`config.mk`:
```
export PLATFORM = sky130hd
export DESIGN_NAME = sdram_rw_scheduler
export DESIGN_NICKNAME = d
export VERILOG_FILES = /design/src/rtl/sdram_rw_scheduler.sv
export SDC_FILE = /design/constraint.sdc
export NUM_CORES = 1
export LEC_CHECK = 0
export CAP_MARGIN = 40
export CORE_AREA = 2 2 85 127
export DETAILED_ROUTE_END_ITERATION = 6
export DIE_AREA = 0 0 87 129
export SYNTH_ARGS = -nofsm -noshare
export SYNTH_HDL_FRONTEND = slang
export SYNTH_SLANG_ARGS = --single-unit
```
`constraint.sdc`:
```
create_clock -name clk -period 2.25 [get_ports clk]
set_clock_uncertainty 0.1 [all_clocks]
set_input_delay 0.225 -clock clk [delete_from_list [all_inputs] [get_ports clk]]
set_output_delay 0.225 -clock clk [all_outputs]
set_load 0.005 [all_outputs]
```
`src/rtl/sdram_rw_scheduler.sv`:
```
// Round-robin write/read burst scheduler sitting in front of sdram_core.
// Optional watchdog enabled by defining SDRAM_SCHED_TIMEOUT_EN.
module sdram_rw_scheduler #(
    parameter int unsigned ADDR_WIDTH    = 24,
    parameter int unsigned BURST_WIDTH   = 10,
    parameter int unsigned LEVEL_WIDTH   = 11,
    parameter int unsigned BURST_LEN     = 256,
    parameter int unsigned RD_FIFO_DEPTH = 1024,
    parameter int unsigned REGION_BASE   = 0,
    parameter int unsigned REGION_LEN    = 24'h100000,
    parameter int unsigned TIMEOUT_CYC   = 4095
) (
    input  logic                   clk,
    input  logic                   rst_n,
    input  logic [LEVEL_WIDTH-1:0] wr_fifo_level,
    input  logic [LEVEL_WIDTH-1:0] rd_fifo_level,
    input  logic                   rd_enable,
    input  logic                   wr_ptr_clr,
    input  logic                   rd_ptr_clr,
    output logic                   wr_fifo_rd_en,
    output logic                   rd_fifo_wr_en,
    output logic                   wr_burst_req,
    output logic [BURST_WIDTH-1:0] wr_burst_len,
    output logic [ADDR_WIDTH-1:0]  wr_burst_addr,
    input  logic                   wr_burst_data_req,
    input  logic                   wr_burst_finish,
    output logic                   rd_burst_req,
    output logic [BURST_WIDTH-1:0] rd_burst_len,
    output logic [ADDR_WIDTH-1:0]  rd_burst_addr,
    input  logic                   rd_burst_data_valid,
    input  logic                   rd_burst_finish,
    output logic                   busy,
    output logic                   sched_err
);

    localparam int unsigned LW1 = LEVEL_WIDTH + 1;
    localparam int unsigned AW1 = ADDR_WIDTH + 1;
    localparam logic [ADDR_WIDTH-1:0] BASE  = ADDR_WIDTH'(REGION_BASE);
    localparam logic [AW1-1:0]        LIMIT = AW1'(REGION_BASE + REGION_LEN);

    typedef enum logic [2:0] {
        S_IDLE,
        S_WR_REQ,
        S_WR_WAIT,
        S_RD_REQ,
        S_RD_WAIT
    } state_e;

    state_e                  state_q, state_d;
    logic                    wr_req_q, wr_req_d;
    logic                    rd_req_q, rd_req_d;
    logic                    busy_q, busy_d;
    logic                    last_wr_q, last_wr_d;
    logic                    wr_pend_q, wr_pend_d;
    logic                    rd_pend_q, rd_pend_d;
    logic [ADDR_WIDTH-1:0]   wr_ptr_q, wr_ptr_d;
    logic [ADDR_WIDTH-1:0]   rd_ptr_q, rd_ptr_d;
    logic                    wr_elig_c, rd_elig_c;
    logic                    wr_in_burst_c, rd_in_burst_c;
    logic                    timeout_c;

    // Advance a pointer by one burst, wrapping inside the region.
    function automatic logic [ADDR_WIDTH-1:0] ptr_next(input logic [ADDR_WIDTH-1:0] p);
        logic [AW1-1:0] sum;
        sum = {1'b0, p} + AW1'(BURST_LEN);
        return (sum >= LIMIT) ? BASE : sum[ADDR_WIDTH-1:0];
    endfunction

    assign wr_elig_c = ({1'b0, wr_fifo_level} >= LW1'(BURST_LEN));
    assign rd_elig_c = rd_enable &&
                       (({1'b0, rd_fifo_level} + LW1'(BURST_LEN)) <= LW1'(RD_FIFO_DEPTH));
    assign wr_in_burst_c = (state_q == S_WR_REQ) || (state_q == S_WR_WAIT);
    assign rd_in_burst_c = (state_q == S_RD_REQ) || (state_q == S_RD_WAIT);

    always_ff @(posedge clk or negedge rst_n) begin
        if (!rst_n) begin
            state_q   <= S_IDLE;
            wr_req_q  <= 1'b0;
            rd_req_q  <= 1'b0;
            busy_q    <= 1'b0;
            last_wr_q <= 1'b0;
            wr_pend_q <= 1'b0;
            rd_pend_q <= 1'b0;
            wr_ptr_q  <= BASE;
            rd_ptr_q  <= BASE;
        end else begin
            state_q   <= state_d;
            wr_req_q  <= wr_req_d;
            rd_req_q  <= rd_req_d;
            busy_q    <= busy_d;
            last_wr_q <= last_wr_d;
            wr_pend_q <= wr_pend_d;
            rd_pend_q <= rd_pend_d;
            wr_ptr_q  <= wr_ptr_d;
            rd_ptr_q  <= rd_ptr_d;
        end
    end

    always_comb begin
        state_d   = state_q;
        wr_req_d  = wr_req_q;
        rd_req_d  = rd_req_q;
        last_wr_d = last_wr_q;
        wr_pend_d = wr_pend_q;
        rd_pend_d = rd_pend_q;
        wr_ptr_d  = wr_ptr_q;
        rd_ptr_d  = rd_ptr_q;

        // A clear during its own burst is deferred so the address stays stable.
        if (wr_in_burst_c) begin
            if (wr_ptr_clr) wr_pend_d = 1'b1;
        end else if (wr_ptr_clr || wr_pend_q) begin
            wr_ptr_d  = BASE;
            wr_pend_d = 1'b0;
        end
        if (rd_in_burst_c) begin
            if (rd_ptr_clr) rd_pend_d = 1'b1;
        end else if (rd_ptr_clr || rd_pend_q) begin
            rd_ptr_d  = BASE;
            rd_pend_d = 1'b0;
        end

        case (state_q)
            S_IDLE: begin
                if (wr_elig_c && (!rd_elig_c || !last_wr_q)) begin
                    state_d   = S_WR_REQ;
                    wr_req_d  = 1'b1;
                    last_wr_d = 1'b1;
                end else if (rd_elig_c) begin
                    state_d   = S_RD_REQ;
                    rd_req_d  = 1'b1;
                    last_wr_d = 1'b0;
                end
            end
            S_WR_REQ: begin
                if (wr_burst_data_req) begin
                    state_d  = S_WR_WAIT;
                    wr_req_d = 1'b0;
                end
            end
            S_WR_WAIT: begin
                if (wr_burst_finish) begin
                    state_d   = S_IDLE;
                    wr_ptr_d  = (wr_ptr_clr || wr_pend_q) ? BASE : ptr_next(wr_ptr_q);
                    wr_pend_d = 1'b0;
                end
            end
            S_RD_REQ: begin
                if (rd_burst_data_valid) begin
                    state_d  = S_RD_WAIT;
                    rd_req_d = 1'b0;
                end
            end
            S_RD_WAIT: begin
                if (rd_burst_finish) begin
                    state_d   = S_IDLE;
                    rd_ptr_d  = (rd_ptr_clr || rd_pend_q) ? BASE : ptr_next(rd_ptr_q);
                    rd_pend_d = 1'b0;
                end
            end
            default: state_d = S_IDLE;
        endcase

        if (timeout_c) begin
            state_d  = S_IDLE;
            wr_req_d = 1'b0;
            rd_req_d = 1'b0;
        end

        busy_d = (state_d != S_IDLE);
    end

`ifdef SDRAM_SCHED_TIMEOUT_EN
    localparam int unsigned CNT_W = $clog2(TIMEOUT_CYC + 1);

    logic [CNT_W-1:0] tmo_cnt_q;
    logic             err_q;

    // Cycles spent outside IDLE; a stuck burst is abandoned after TIMEOUT_CYC.
    always_ff @(posedge clk or negedge rst_n) begin
        if (!rst_n) begin
            tmo_cnt_q <= '0;
            err_q     <= 1'b0;
        end else begin
            tmo_cnt_q <= (state_q == S_IDLE) ? '0 : tmo_cnt_q + CNT_W'(1);
            if (timeout_c) err_q <= 1'b1;
        end
    end

    assign timeout_c = (state_q != S_IDLE) && (tmo_cnt_q == CNT_W'(TIMEOUT_CYC - 1));
    assign sched_err = err_q;
`else
    logic unused_timeout;
    assign unused_timeout = (TIMEOUT_CYC == 0);
    assign timeout_c      = 1'b0;
    assign sched_err      = 1'b0;
`endif

    assign wr_fifo_rd_en = wr_burst_data_req;
    assign rd_fifo_wr_en = rd_burst_data_valid;
    assign wr_burst_req  = wr_req_q;
    assign rd_burst_req  = rd_req_q;
    assign wr_burst_addr = wr_ptr_q;
    assign rd_burst_addr = rd_ptr_q;
    assign wr_burst_len  = BURST_WIDTH'(BURST_LEN);
    assign rd_burst_len  = BURST_WIDTH'(BURST_LEN);
    assign busy          = busy_q;

endmodule

```
Word level (Yosys, flattened, before mapping):

Cells that the tools add are included.
Widths: inputs -> output; s select.

* equality and inequality tests: 9
* multipliers: 0
* div/mod/pow operators: 0
* multiplexer cells: 38
* shift operators: 0
* add/subtract/negate cells: 3
* order comparisons: 4
* bitwise gates (word level): 0
* reduce and logical (&&, ||, !) cells: 17

Operator list (count)
* $mux 24: 12
* $add 24x9->25 const B: 2
* $ge 25x21->1 const B: 2
* $mux 3: 6
* $mux 1: 17
* $pmux 3 s5: 1
* $add 11x9->12 const B: 1
* $le 12x11->1 const B: 1
* $ge 11x9->1 const B: 1
* $ne 2x2->1 const B: 5
* $eq 3x2->1 const B: 2
* $reduce_bool 2->1: 3
* $logic_or 1x1->1: 5
* $pmux 1 s2: 2
* $reduce_and 4->1: 1
* $eq 3x1->1 const B: 1
* $eq 3x3->1 const B: 1
* $logic_not 3->1: 1
* $reduce_and 3->1: 1
* $reduce_bool 3->1: 1
* $logic_and 1x1->1: 2
* $logic_not 1->1: 2
* $reduce_and 2->1: 1

* ROM bits: 0
* bits in latches: 0
* bits of input ports: 31
* memories kept: 0
* RAM bits: 0
* flip-flop bits (word level): 57

Logic depth before layout (Yosys ltp):

* depth in word-level cells: 9
* depth in mapped cells: 8

Worst setup path after synthesis:

OpenSTA, ideal clock, no wires.

* kind: flip-flop to flip-flop
* start: reg wr_ptr_q[8] (netlist: wr_burst_addr[8])
* end: reg wr_ptr_q[1] (netlist: wr_burst_addr[1])
* library setup time: 65 ps
* required time: 2085 ps
* arrival: 1947 ps
* clock period less this slack: 2111 ps
* slack: 139 ps
* path buffers: 0
* stages on the path, launching flop included: 8
* cells stage by stage: dfrtp_1 -> ha_1 -> nand3_1 -> nor4_1 -> mux2i_1 -> or3_4 -> and2_0 -> and2b_1

* cells in the longest elaborated chain, start to end: 6

RTL lines
* start, declared: line 56 `logic [ADDR_WIDTH-1:0] wr_ptr_q, wr_ptr_d;`
* start signal, assigned: line 94 `wr_ptr_q <= wr_ptr_d;`
* $add 24x9->25: line 65 `sum = {1'b0, p} + AW1'(BURST_LEN);`
* $ge 25x21->1: line 66 `return (sum >= LIMIT) ? BASE : sum[ADDR_WIDTH-1:0];`
* $mux 24: line 66
* $mux 24: line 144 `wr_ptr_d = (wr_ptr_clr || wr_pend_q) ? BASE : ptr_next(wr_ptr_q);`
* $mux 24: line 142 `if (wr_burst_finish) begin`
* $mux 24: line 123 `case (state_q)`

No other way between the ends.
A chain may end at the register's enable or synchronous reset.

Final worst setup path:

* start: reg rd_ptr_q[8] (netlist: rd_burst_addr[8])
* end: reg rd_ptr_q[10] (netlist: rd_burst_addr[10])

* cells in the longest elaborated chain, start to end: 6

RTL lines
* start, declared: line 57 `logic [ADDR_WIDTH-1:0] rd_ptr_q, rd_ptr_d;`
* start signal, assigned: line 95 `rd_ptr_q <= rd_ptr_d;`
* $add 24x9->25 *: line 65
* $ge 25x21->1: line 66
* $mux 24 *: line 66
* $mux 24 *: line 157 `rd_ptr_d = (rd_ptr_clr || rd_pend_q) ? BASE : ptr_next(rd_ptr_q);`
* $mux 24 *: line 155 `if (rd_burst_finish) begin`
* $mux 24 *: line 123
* net rd_ptr_d[10]: line 57

The timed path passes the listed nets; every way through them passes the cells marked *.

==> results.md <==
- Critical Path Sink: rd_burst_addr[10]$_DFF_PN0_
- Reported max-cap violation count: 0
- Sequential element share of the synthesized area: 48.1%
- DRT Pass-1 Iters: 4
- Proportion of power drawn by the clock network: 42.6%
- Largest fanout on the critical path: 6
- Number of enable flip-flop cells after synthesis: 0
- Sinks on Clock Net: 57
- Total wirelength of the detailed-routed design: 7320 microns
- Initial Util: 29.4%
- Die span in y: 129 microns
- Maximum single-stage delay on the critical path: 0.40 ns
- Cell internal power dissipation: 2.52 mW
- Slew headroom: 52.0%
- Max-slew violation count: 0
- CP Class: flop to flop
- Final design utilization: 44.1%
- Clk pin slew, worst setup/hold paths: 0.05 ns
- Worst endpoint data arrival time: 2.26 ns
- Share of total power consumed by net switching: 27.9%
- Period Utilization, post-route: 95.6%
- GRT Overall Usage: 13.9%
- Pin count of the biggest net entering global routing: 31
- Number of endpoints failing setup at the final stage: 0
- Startpoint of the lowest-slack hold path: rd_burst_addr[7]$_DFFE_PN0P_
- Total Die Area: 11,200 sq um
- Antenna cells: 0
- Fraction of registers with async set/reset: 100%
- Area inside the core boundary: 10,100 sq um
- Routed wire per std cell: 13.5 microns
- # H-tree levels: 3
- Number of hold-slack violations in the final timing report: 0
- Startpoint of the worst register-to-register path: rd_burst_addr[8]$_DFF_PN0_
- Detailed-route vias per instance: 4.87
- Area added between synthesis and finish: 49.7%
- Setup slack, reg-to-reg: 0.1 ns
- Layout cells sized above 1: 19.3%
- # rows: 45
- Number of buffer and inverter instances along the worst setup path: 1
- Post-Syn Area: 2970 sq um
- Critical path cell sequence: ha_1 -> and4_2 -> nand4_1 -> mux2i_2 -> buf_4 -> nor2_1 -> a221o_1
- Residual antenna-violating net count after detailed routing: 0
- Initial DRC Count: 102
- Antenna violations before repair: 0
- First-pass GRT wire length: 12,400 microns
- Hold WC Path Type: flop to flop
- Number of warnings reported in the yosys synthesis log: 0
- Post-placement worst setup slack: -0.161 ns
- Power density over the cells: 789 nW/um^2
- Root buffer selected by CTS: sky130_fd_sc_hd__clkbuf_16
- Required time worst endpoint: 2.35 ns
- Comb power frac: 24.6%
- Logic depth of the worst register-to-register path: 7
- Maximum clock frequency: 0.465 GHz
- Family with the most delay on the worst path: simple AND/OR/NAND/NOR gates
- Global-route congestion overflow total: 0
- Remaining DRCs: 0
- TritonCTS clock tree: done
- Launch point of the worst path: rd_burst_addr[8]$_DFF_PN0_
- Final hold slack: 0.379 ns
- Vias post-DR: 2,638
- HPWL after DPL: 5420 microns
- Final std cell area, no fill: 4440 sq um
- Share of total power in sequential cells: 32.8%
- Vias in the first global route: 2,639
- Final cell count without fillers: 542
- IO Count: 105
- Switch Pwr: 0.977 mW
- Synthesized area per cell: 9.82 sq um
- VDD IR-drop max: 0.354 mV
- TritonCTS buffer count: 9
- Number of instances in the synthesized netlist: 302
- Post-Place Cells: 520
- Reg-to-reg critical path endpoint: rd_burst_addr[10]$_DFF_PN0_
- Clock tree buffer depth: 2
- Cell with the biggest individual delay on the critical path: sky130_fd_sc_hd__dfrtp_1
- Critical path capture point type: flop
- Startpoint Class: flop
- Total cell area at the placement stage: 4000 sq um
- Transition time at the pin with the least slew margin: 0.719 ns
- Final layout net count: 453
- Synthesized flop and latch total: 57
- Minimum clock period after layout: 2.15 ns
- Levels on crit path: 7
- Clock latency on the worst-skew pair: 0.33 ns
- P_leak: 2.01 nW
- Outcome: completed
- Last weighted congestion value of the routability-driven placer: 0.853
- Netlist cell types: 53
- Final WS setup: 0.0987 ns
- Horizontal die dimension: 87 microns
- Most used flip-flop cell after synthesis: sky130_fd_sc_hd__dfrtp_1
- Number of buffers inserted by port buffering: 75
placed cells by master (no fill, tap or decap), types with 4 or more instances in the layout:
cell	synthesis	routed
sky130_fd_sc_hd__nand2_1	28	28
sky130_fd_sc_hd__clkdlybuf4s50_1	0	74
sky130_fd_sc_hd__dfrtp_1	57	55
sky130_fd_sc_hd__mux2i_1	4	4
sky130_fd_sc_hd__and2_1	20	21
sky130_fd_sc_hd__a21oi_1	7	7
sky130_fd_sc_hd__nand4_1	6	6
sky130_fd_sc_hd__nor4_1	8	6
sky130_fd_sc_hd__nor2_1	16	16
sky130_fd_sc_hd__conb_1	2	21
sky130_fd_sc_hd__nand3_1	14	12
sky130_fd_sc_hd__o21ai_0	18	17
sky130_fd_sc_hd__clkbuf_16	0	9
sky130_fd_sc_hd__xnor2_1	4	4
sky130_fd_sc_hd__buf_4	24	40
sky130_fd_sc_hd__nor3_1	5	5
sky130_fd_sc_hd__nor2b_1	7	7
sky130_fd_sc_hd__or3_1	5	5
sky130_fd_sc_hd__a21o_1	10	10
sky130_fd_sc_hd__inv_1	7	7
metal layers:
metal / part of all wire [%] / GRT usage [%] / wire length [microns] / vias to the layer above
li1: - / - / - / 1269
met1: 41 / 16.1 / 3020 / 1273
met2: 53 / 23.8 / 3880 / 88
met3: 4.3 / 2.82 / 318 / 8
met4: 1.5 / 7.17 / 110 / 0
met5: 0 / 0 / 0 / -
per-stage QoR:
| step | total power, mW | TNS, ns |
|---|---|---|
| 3_5_place_dp | 2.03 | -2.10 |
| 2_1_floorplan | 1.66 | 0 |
| 5_1_grt | 3.71 | -0.00879 |
| 3_3_place_gp | 2.00 | -1.20 |
| 4_1_cts | 3.55 | 0 |
| 6_report | 3.50 | 0 |
worst min path at each step:
stage	end	slack [ns]	depth (start not counted)
after global placement	wr_burst_addr[2]$_DFFE_PN0P_	0.22	1
after global routing	rd_burst_addr[6]$_DFFE_PN0P_	0.40	1
after detailed placement	wr_burst_addr[4]$_DFFE_PN0P_	0.23	1
after floorplan	busy$_DFF_PN0_	-0.17	0
final	rd_burst_addr[7]$_DFFE_PN0P_	0.38	1
after CTS	rd_burst_addr[7]$_DFFE_PN0P_	0.39	1
Yosys cell counts (4+ instances only):
| master | number | area share [%] |
|---|---|---|
| sky130_fd_sc_hd__buf_4 | 24 | 6.1 |
| sky130_fd_sc_hd__a21oi_1 | 7 | 1.2 |
| sky130_fd_sc_hd__nand3_1 | 14 | 2.4 |
| sky130_fd_sc_hd__dfrtp_1 | 57 | 48 |
| sky130_fd_sc_hd__nand2_1 | 28 | 3.5 |
| sky130_fd_sc_hd__nand4_1 | 6 | 1.3 |
| sky130_fd_sc_hd__inv_1 | 7 | 0.89 |
| sky130_fd_sc_hd__nor4_1 | 8 | 1.7 |
| sky130_fd_sc_hd__mux2i_1 | 4 | 1.3 |
| sky130_fd_sc_hd__or3_1 | 5 | 1.1 |
| sky130_fd_sc_hd__nor2_1 | 16 | 2.0 |
| sky130_fd_sc_hd__nor2b_1 | 7 | 1.5 |
| sky130_fd_sc_hd__and2_1 | 20 | 4.2 |
| sky130_fd_sc_hd__nor3_1 | 5 | 0.84 |
| sky130_fd_sc_hd__and3_1 | 4 | 0.84 |
| sky130_fd_sc_hd__xnor2_1 | 4 | 1.2 |
| sky130_fd_sc_hd__a21o_1 | 10 | 2.5 |
| sky130_fd_sc_hd__o21ai_0 | 18 | 3.0 |
power groups by stage:
stage | logic (mW) | clock network (mW) | registers, mW
floorplan | 0.488 | 0 | 1.17
finish | 0.860 | 1.49 | 1.15
global route | 0.973 | 1.57 | 1.16
CTS | 0.865 | 1.53 | 1.15
global placement | 0.841 | 0 | 1.16
detailed placement | 0.860 | 0 | 1.17
state kept, by name, summed over array words and instances (netlist names):
name and flops:
rd_burst_addr 24, wr_burst_addr 24, state_q 3, busy 1, last_wr_q 1, rd_burst_req 1, rd_pend_q 1, wr_burst_req 1
wr_pend_q 1
repair_timing:
action	in CTS	in global routing
buffers inserted	0	5
hold endpoints to repair	29	0
endpoints found under the setup margin	5	33
hold buffers	1	0
pin swaps	0	6
gates resized for setup	1	16
worst register-to-register path, delay by kind of cell (launching register included):
| kind | cells | cell delay (ns) |
|---|---|---|
| mux | 1 | 0.26 |
| buf+inv | 1 | 0.19 |
| simple gates | 3 | 0.54 |
| compound gates | 1 | 0.31 |
| flops | 1 | 0.40 |
| fa+ha+maj | 1 | 0.23 |
layout make-up:
class | count | area [sq um]
repair buffers | 117 | 1080
multi-input cells | 228 | 1430
fillers | 972 | 5640
well taps | 117 | 146
flip-flops and latches | 57 | 1430
clock buffers | 11 | 253
inverters | 7 | 26.3
clock inverters | 5 | 77.6
logic make-up after synthesis:
group	after synthesis	share of synthesized area (%)
xor+xnor	5	1.48
flops	57	48.1
simple gates	139	26.6
fa+ha+maj	2	0.843
compound gates	56	13.0
other cells	2	0.253
mux	5	1.81
buf+inv	36	7.93
Power figures use the tool's default switching activity.
